File: src/rtl/ila_window_capture.sv
`default_nettype none
// ============================================================================
// Module   : ila_window_capture
// Purpose  : ILA capture core. Records probed signals into a circular buffer
//            around a programmable trigger (pre-trigger history plus a
//            post-trigger sample count), then streams the window out oldest
//            sample first as DATA_W-wide ready/valid beats.
// Revision : 1.0 - initial release
// ----------------------------------------------------------------------------
// Ports:
//   clk_i            single clock
//   rst_n_i          synchronous active-low reset
//   cke_i            clock enable, freezes all state when low
//   signal_i         probed data (SIGNAL_W)
//   trigger_i        raw trigger inputs (TRIGGER_W)
//   trigger_mask_i   1 = bit takes part in the reduction
//   trigger_edge_i   1 = rising-edge detect, 0 = level
//   trigger_negate_i inverts the per-bit result
//   reduce_and_i     1 = AND reduction, 0 = OR reduction
//   post_count_i     samples stored after the trigger sample (latched on arm)
//   arm_i / abort_i  start capture / return to idle
//   state_o          0 IDLE, 1 WAIT, 2 POST, 3 READ
//   trig_pos_o       buffer address of the trigger sample
//   n_samples_o      number of valid samples in the window
//   tdata_o/tvalid_o/tready_i/tlast_o  output stream
// ============================================================================
module ila_window_capture #(
  parameter int SIGNAL_W  = 40,
  parameter int TRIGGER_W = 4,
  parameter int DATA_W    = 32,
  parameter int BUFFER_W  = 4
) (
  input  logic                 clk_i,
  input  logic                 rst_n_i,
  input  logic                 cke_i,
  input  logic [SIGNAL_W-1:0]  signal_i,
  input  logic [TRIGGER_W-1:0] trigger_i,
  input  logic [TRIGGER_W-1:0] trigger_mask_i,
  input  logic [TRIGGER_W-1:0] trigger_edge_i,
  input  logic [TRIGGER_W-1:0] trigger_negate_i,
  input  logic                 reduce_and_i,
  input  logic [BUFFER_W-1:0]  post_count_i,
  input  logic                 arm_i,
  input  logic                 abort_i,
  output logic [2:0]           state_o,
  output logic [BUFFER_W-1:0]  trig_pos_o,
  output logic [BUFFER_W:0]    n_samples_o,
  output logic [DATA_W-1:0]    tdata_o,
  output logic                 tvalid_o,
  input  logic                 tready_i,
  output logic                 tlast_o
);

  localparam int c_words  = (SIGNAL_W + DATA_W - 1) / DATA_W;
  localparam int c_depth  = 2 ** BUFFER_W;
  localparam int c_word_w = (c_words > 1) ? $clog2(c_words) : 1;

  localparam logic [2:0] c_idle = 3'd0;
  localparam logic [2:0] c_wait = 3'd1;
  localparam logic [2:0] c_post = 3'd2;
  localparam logic [2:0] c_read = 3'd3;

  localparam logic [BUFFER_W:0]   c_full      = {1'b1, {BUFFER_W{1'b0}}};
  localparam logic [c_word_w-1:0] c_last_word = c_word_w'(c_words - 1);

  logic [2:0]            r_state, w_state_nxt;
  logic [SIGNAL_W-1:0]   r_sig;
  logic [TRIGGER_W-1:0]  r_trig, r_trig_prev;
  logic                  r_skip;
  logic [BUFFER_W-1:0]   r_wr_ptr, r_post, r_trig_pos;
  logic [BUFFER_W:0]     r_cnt;
  logic [SIGNAL_W-1:0]   r_mem [c_depth];

  logic [BUFFER_W-1:0]   r_rd_addr;
  logic [BUFFER_W:0]     r_fetch_left;
  logic [SIGNAL_W-1:0]   r_rd_q;
  logic                  r_rdq_vld;
  logic [SIGNAL_W-1:0]   r_sample;
  logic [c_word_w-1:0]   r_word;
  logic                  r_last_sample;
  logic                  r_tvalid;

  logic [TRIGGER_W-1:0]      w_terms;
  logic                      w_fire_trig, w_hit, w_we, w_arm, w_enter_read;
  logic [BUFFER_W-1:0]       w_wr_ptr_nxt, w_oldest;
  logic [BUFFER_W:0]         w_cnt_nxt;
  logic                      w_beat, w_last_word, w_slot_free, w_load, w_fetch, w_done;
  logic [c_words*DATA_W-1:0] w_padded;

  // Masked-out bits take the reduction identity so they never influence it.
  always_comb begin
    w_terms = '0;
    for (int i = 0; i < TRIGGER_W; i++) begin
      w_terms[i] = trigger_mask_i[i]
                 ? (trigger_negate_i[i] ^ (trigger_edge_i[i] ? (r_trig[i] & ~r_trig_prev[i])
                                                              : r_trig[i]))
                 : reduce_and_i;
    end
  end

  assign w_fire_trig  = reduce_and_i ? (&w_terms) : (|w_terms);
  // r_skip covers the first WAIT cycle, whose registered sample predates the arm.
  assign w_hit        = (r_state == c_wait) & ~r_skip & w_fire_trig;
  assign w_we         = ((r_state == c_wait) & ~r_skip) | (r_state == c_post);
  assign w_arm        = (r_state == c_idle) & arm_i & ~abort_i;
  assign w_wr_ptr_nxt = r_wr_ptr + 1'b1;
  assign w_cnt_nxt    = (r_cnt == c_full) ? r_cnt : r_cnt + 1'b1;
  // Once the buffer has wrapped the oldest sample sits at the write pointer.
  assign w_oldest     = (w_cnt_nxt == c_full) ? w_wr_ptr_nxt : '0;
  assign w_enter_read = (r_state != c_read) & (w_state_nxt == c_read);

  assign w_beat      = r_tvalid & tready_i;
  assign w_last_word = (r_word == c_last_word);
  assign w_slot_free = ~r_tvalid | (w_beat & w_last_word);
  assign w_load      = (r_state == c_read) & w_slot_free & r_rdq_vld;
  // Prefetch one sample ahead so consecutive samples stream without bubbles.
  assign w_fetch     = (r_state == c_read) & (r_fetch_left != '0) & (~r_rdq_vld | w_load);
  assign w_done      = (r_state == c_read) & w_beat & w_last_word & r_last_sample;

  // ---------------- FSM: state register ----------------
  always_ff @(posedge clk_i) begin
    if (!rst_n_i)   r_state <= c_idle;
    else if (cke_i) r_state <= w_state_nxt;
  end

  // ---------------- FSM: next state ----------------
  always_comb begin
    w_state_nxt = r_state;
    case (r_state)
      c_idle:  if (arm_i) w_state_nxt = c_wait;
      c_wait:  if (w_hit) w_state_nxt = (r_post == '0) ? c_read : c_post;
      c_post:  if (r_post == BUFFER_W'(1)) w_state_nxt = c_read;
      c_read:  if (w_done) w_state_nxt = c_idle;
      default: w_state_nxt = c_idle;
    endcase
    if (abort_i) w_state_nxt = c_idle;
  end

  // ---------------- FSM: outputs ----------------
  always_comb begin
    w_padded               = '0;
    w_padded[SIGNAL_W-1:0] = r_sample;
    tdata_o                = '0;
    for (int k = 0; k < c_words; k++) begin
      if (r_word == c_word_w'(k)) tdata_o = w_padded[k*DATA_W +: DATA_W];
    end
    state_o     = r_state;
    tvalid_o    = r_tvalid;
    tlast_o     = r_tvalid & r_last_sample & w_last_word;
    trig_pos_o  = r_trig_pos;
    n_samples_o = r_cnt;
  end

  // ---------------- input stage and capture bookkeeping ----------------
  always_ff @(posedge clk_i) begin
    if (!rst_n_i) begin
      r_sig       <= '0;
      r_trig      <= '0;
      r_trig_prev <= '0;
      r_skip      <= 1'b0;
      r_wr_ptr    <= '0;
      r_cnt       <= '0;
      r_post      <= '0;
      r_trig_pos  <= '0;
    end else if (cke_i) begin
      r_sig       <= signal_i;
      r_trig      <= trigger_i;
      r_trig_prev <= r_trig;
      r_skip      <= w_arm;
      if (w_arm) begin
        r_wr_ptr <= '0;
        r_cnt    <= '0;
        r_post   <= post_count_i;
      end
      if (w_we) begin
        r_wr_ptr <= w_wr_ptr_nxt;
        r_cnt    <= w_cnt_nxt;
      end
      if (w_hit) r_trig_pos <= r_wr_ptr;
      if (r_state == c_post) r_post <= r_post - 1'b1;
    end
  end

  // ---------------- sample buffer (1-cycle registered read) ----------------
  always_ff @(posedge clk_i) begin
    if (rst_n_i && cke_i && w_we) r_mem[r_wr_ptr] <= r_sig;
  end

  always_ff @(posedge clk_i) begin
    if (cke_i && w_fetch) r_rd_q <= r_mem[r_rd_addr];
  end

  // ---------------- readout stream ----------------
  always_ff @(posedge clk_i) begin
    if (!rst_n_i) begin
      r_rd_addr     <= '0;
      r_fetch_left  <= '0;
      r_rdq_vld     <= 1'b0;
      r_sample      <= '0;
      r_word        <= '0;
      r_last_sample <= 1'b0;
      r_tvalid      <= 1'b0;
    end else if (cke_i) begin
      if (abort_i) begin
        r_fetch_left <= '0;
        r_rdq_vld    <= 1'b0;
        r_tvalid     <= 1'b0;
      end else if (w_enter_read) begin
        r_rd_addr    <= w_oldest;
        r_fetch_left <= w_cnt_nxt;
        r_rdq_vld    <= 1'b0;
        r_tvalid     <= 1'b0;
      end else if (r_state == c_read) begin
        if (w_fetch) begin
          r_rd_addr    <= r_rd_addr + 1'b1;
          r_fetch_left <= r_fetch_left - 1'b1;
          r_rdq_vld    <= 1'b1;
        end else if (w_load) begin
          r_rdq_vld <= 1'b0;
        end
        if (w_load) begin
          r_sample      <= r_rd_q;
          r_word        <= '0;
          r_last_sample <= (r_fetch_left == '0);
          r_tvalid      <= 1'b1;
        end else if (w_beat) begin
          if (!w_last_word) r_word   <= r_word + 1'b1;
          else              r_tvalid <= 1'b0;
        end
      end
    end
  end

endmodule
`default_nettype wire
File: config.mk
export PLATFORM = sky130hd
export DESIGN_NAME = ila_window_capture
export DESIGN_NICKNAME = d
export VERILOG_FILES = /design/src/rtl/ila_window_capture.sv
export SDC_FILE = /design/constraint.sdc
export NUM_CORES = 1
export LEC_CHECK = 0
export ABC_AREA = 0
export BUFFER_PORTS_ARGS = -buffer_cell sky130_fd_sc_hd__buf_2
export CAP_MARGIN = 20
export CORE_MARGIN = 1.5
export CORE_UTILIZATION = 40
export DETAILED_ROUTE_END_ITERATION = 10
export GPL_TIMING_DRIVEN = 0
export PLACE_DENSITY_LB_ADDON = 0.1
export SLEW_MARGIN = 30
export SYNTH_ARGS = -nofsm -noshare
export SYNTH_HDL_FRONTEND = slang
export SYNTH_SLANG_ARGS = --single-unit
File: constraint.sdc
create_clock -name clk_i -period 11 [get_ports clk_i]
set_clock_uncertainty 0.2 [all_clocks]
set_input_delay 0.55 -clock clk_i [delete_from_list [all_inputs] [get_ports clk_i]]
set_output_delay 0.55 -clock clk_i [all_outputs]
set_load 0.05 [all_outputs]
==> metrics.md <==
| Metric | Value |
|---|---|
| Average cell area after synthesis | 19.2 µm² |
| Initial core utilization | between 40% and 50% |
| All-layer global routing usage | 21.4% |
| Ys Warns | 0 |
| Cell Rows | 101 |
| Worst IR Drop VDD | 0.0952 mV |
| Final core utilization | 49.0% |
| DRC | 0 |
| Layout cell share with drive strength beyond 1 | 29.5% |
| Sequential Power Share | 52.9% |
| Syn nets | 1683 |
| Reg2reg setup slack | 6.82 ns |
| Seq/Total Area, Yosys | between 70% and 80% |
| Post-CTS Setup Repair Bufs | 0 |
| Leak | roughly 12 nW |
| Peak Freq | 0.239 GHz |
| Int Pwr | 5.05 mW |
| Pre-antenna DRT Iters | 5 |
| Area grow syn2layout | 21.0% |
| Yosys top cell area share | 66.3% |
| First-pass GRT wire length | between 100000 and 150000 µm |
| Least-Margin Pin Slew | 1.01 ns |
| Port buffer count | around 110 |
| DRT Wirelength | roughly 82000 µm |
| Die H | roughly 280 µm |
| 1st-iter DRT viols | 1620 |
| Total CTS buffers | 87 |
| RSZ-0062 raised after global routing | false |
| Hold Vio Cnt, Final | 0 |
| Synth async-reset ratio | 0% |
| Synthesized area | approximately 0.03 mm² |
| Non-filler instance count after layout | between 3000 and 4000 |
| Sw Ratio | 20.2% |
| Largest net degree at the start of global routing | 23 |
| Routability Congestion | approximately 0.8 |
| CTS H-Tree Depth | 3 |
| Filler Cell Count | 6399 |
| Per-cell routed wire length | between 20 and 30 µm |
| Tot Pwr | 6.34 mW |
| Max-Cap Viols | 0 |
| Net count, final | around 2000 |
| Clk sinks | between 800 and 900 |
| Routed Antenna Nets | 0 |
| FF/Latch Area | 0.0229 mm² |
| Clk pwr share | between 40% and 50% |
| Core Region | 0.0761 mm² |
| Reported net switching power | 1.28 mW |
| Final Max Tran Viols | 0 |
| Vias in the first global route | 16500 |
| Worst setup margin | ~6.8 ns |
| Post-synthesis cell type count | between 60 and 70 |
| Setup TNS | 0 ns |
| Antenna fix cells | 0 |
| Max_slew headroom | 32.5% |
| Worst skew pair latency | 0.63 ns |
| Most frequent cells in the layout | edfxtp_1, mux4_2, dfxtp_1 |
| Hold crit path type | input pin to flip-flop |
| Placed insts | between 2000 and 3000 |
| Post-synth EDFFs | 680 |
| Status | complete, no violations |
| Io pins | between 100 and 150 |
| Vias per inst | 5.39 |
| DR vias | 16300 |
| Area taken by multi-input logic gates | ~0.0077 mm² |
| Post-DP HPWL | 54400 µm |
| Endpoints failing setup | 0 |
| Hold_buf cts | 39 |
| Die Width | 280 µm |
| CP max FO | 10 |
| Period utilization | a little under two fifths |
| Die area | 0.0786 mm² |
| Worst Path Arrival | 4.30 ns |
| Most used DFF post-synth | edfxtp_1 |
| Cts repair resizes | 0 |
| Antenna violations before repair | 0 |
| Top cells by area, synth | edfxtp_1, mux4_2, dfxtp_1 |
| Leading cell type in the layout, fill and taps excluded | edfxtp_1 |
| Maximum clock path buffer count | 3 |
| Grt total ovfl | 0 |
| Pre-CTS setup slack | 6.87 ns |
| Dominant cell type by area after synthesis | edfxtp_1 |
| Post-Syn Instances | 1604 |
| Startpoint types | flip-flop |
| Pwr dens | approximately 170 mW/mm² |
| Number of synthesized register bits | 802 |
| Data required, critical path | 11.13 ns |
| Worst setup path category | flip-flop to flip-flop |
| Clock Root Buffer | clkbuf_16 |
| Combinational share of power | 1.7% |
| CTS tree | yes |
| Tmin final | 4.18 ns |
| Clock-pin transition on the worst setup and hold timing paths | 0.06 ns |
| CP endpoint kind | flip-flop |
==> synthesized netlist by cell type, types with 12 or more instances <==
cell / count
mux4_2: 200
nor3_1: 14
nor2b_1: 28
nand3_1: 14
nor2_1: 85
edfxtp_1: 680
dfxtp_1: 122
nand2b_1: 15
clkbuf_1: 69
a21oi_1: 65
nand2_1: 117
ha_1: 12
mux2i_1: 54
==> metal layers <==
metal	vias to the layer above	global-route usage, %	wire length, µm
met2	511	34.0	39000
met1	8598	30.8	37000
met5	-	0	0
met3	103	3.35	4620
li1	7049	-	-
met4	0	5.86	1720
==> sequential cells by signal (all words and copies together), names as in the netlist <==
name and flops:
n_samples_o 5, r_fetch_left 5, r_last_sample 1, r_mem 640, r_post 4, r_rd_addr 4
r_rd_q 40, r_rdq_vld 1, r_sample 40, r_sig 40, r_skip 1, r_trig 4
r_trig_prev 4, r_word 1, r_wr_ptr 4, state_o 3, trig_pos_o 4, tvalid_o 1
==> worst max-delay path, cell delays in order (launching register included) <==
cell	delay, ns
dfxtp_1	0.41
nand2b_2	0.29
o21ai_0	0.14
nand3b_1	0.30
nor2_1	0.57
nand2_1	0.38
nor3_2	0.65
buf_4	0.32
buf_4	0.23
buf_4	0.19
buf_4	0.18
==> worst paths after layout <==
| path | start | endpoint | depth (start not counted) |
|---|---|---|---|
| worst max-delay path | state_o[0]$_SDFFE_PN0P_ | r_mem[3][5]$_DFFE_PP_ | 10 |
| worst min register to register | r_sample[26]$_SDFFE_PN0P_ | r_sample[26]$_SDFFE_PN0P_ | 2 |
| worst max register to register | state_o[0]$_SDFFE_PN0P_ | r_mem[3][5]$_DFFE_PP_ | 10 |
| worst min-delay path | signal_i[38] | r_sig[38]$_SDFFE_PN0P_ | 3 |
==> cell type report <==
type | instances | area share (%)
Buffer | 85 | 0.964
Clock buffer | 127 | 6.82
Clock inverter | 37 | 0.779
Inverter | 9 | 0.0907
Multi-Input combinational cell | 708 | 20.6
Sequential cell | 802 | 61.4
Tap cell | 1030 | 3.46
Timing Repair Buffer | 221 | 5.93
==> power by group through the flow <==
stage | Combinational [mW] | Clock, mW | Sequential, mW
3_5_place_dp | 0.0999 | 0 | 3.41
3_3_place_gp | 0.0975 | 0 | 3.41
5_1_grt | 0.118 | 3.06 | 3.35
4_1_cts | 0.111 | 2.94 | 3.35
6_report | 0.109 | 2.88 | 3.35
2_1_floorplan | 0.0571 | 0 | 3.40
==> per-stage QoR <==
step | hold slack (ns) | area [µm²]
2_1_floorplan | 0.232 | 30800
3_3_place_gp | 0.239 | 32600
3_5_place_dp | 0.242 | 34000
4_1_cts | 0.00230 | 37200
5_1_grt | 0.0251 | 37300
6_report | 0.00833 | 37300
==> kinds of logic after synthesis <==
family	Yosys count	synth area share [%]
simple gates	300	4.45
compound gates	121	2.54
mux	264	16.8
flops	802	74.3
fa+ha+maj	12	0.488
buf+inv	94	1.18
xor+xnor	11	0.313
Power figures use the tool's default switching activity.
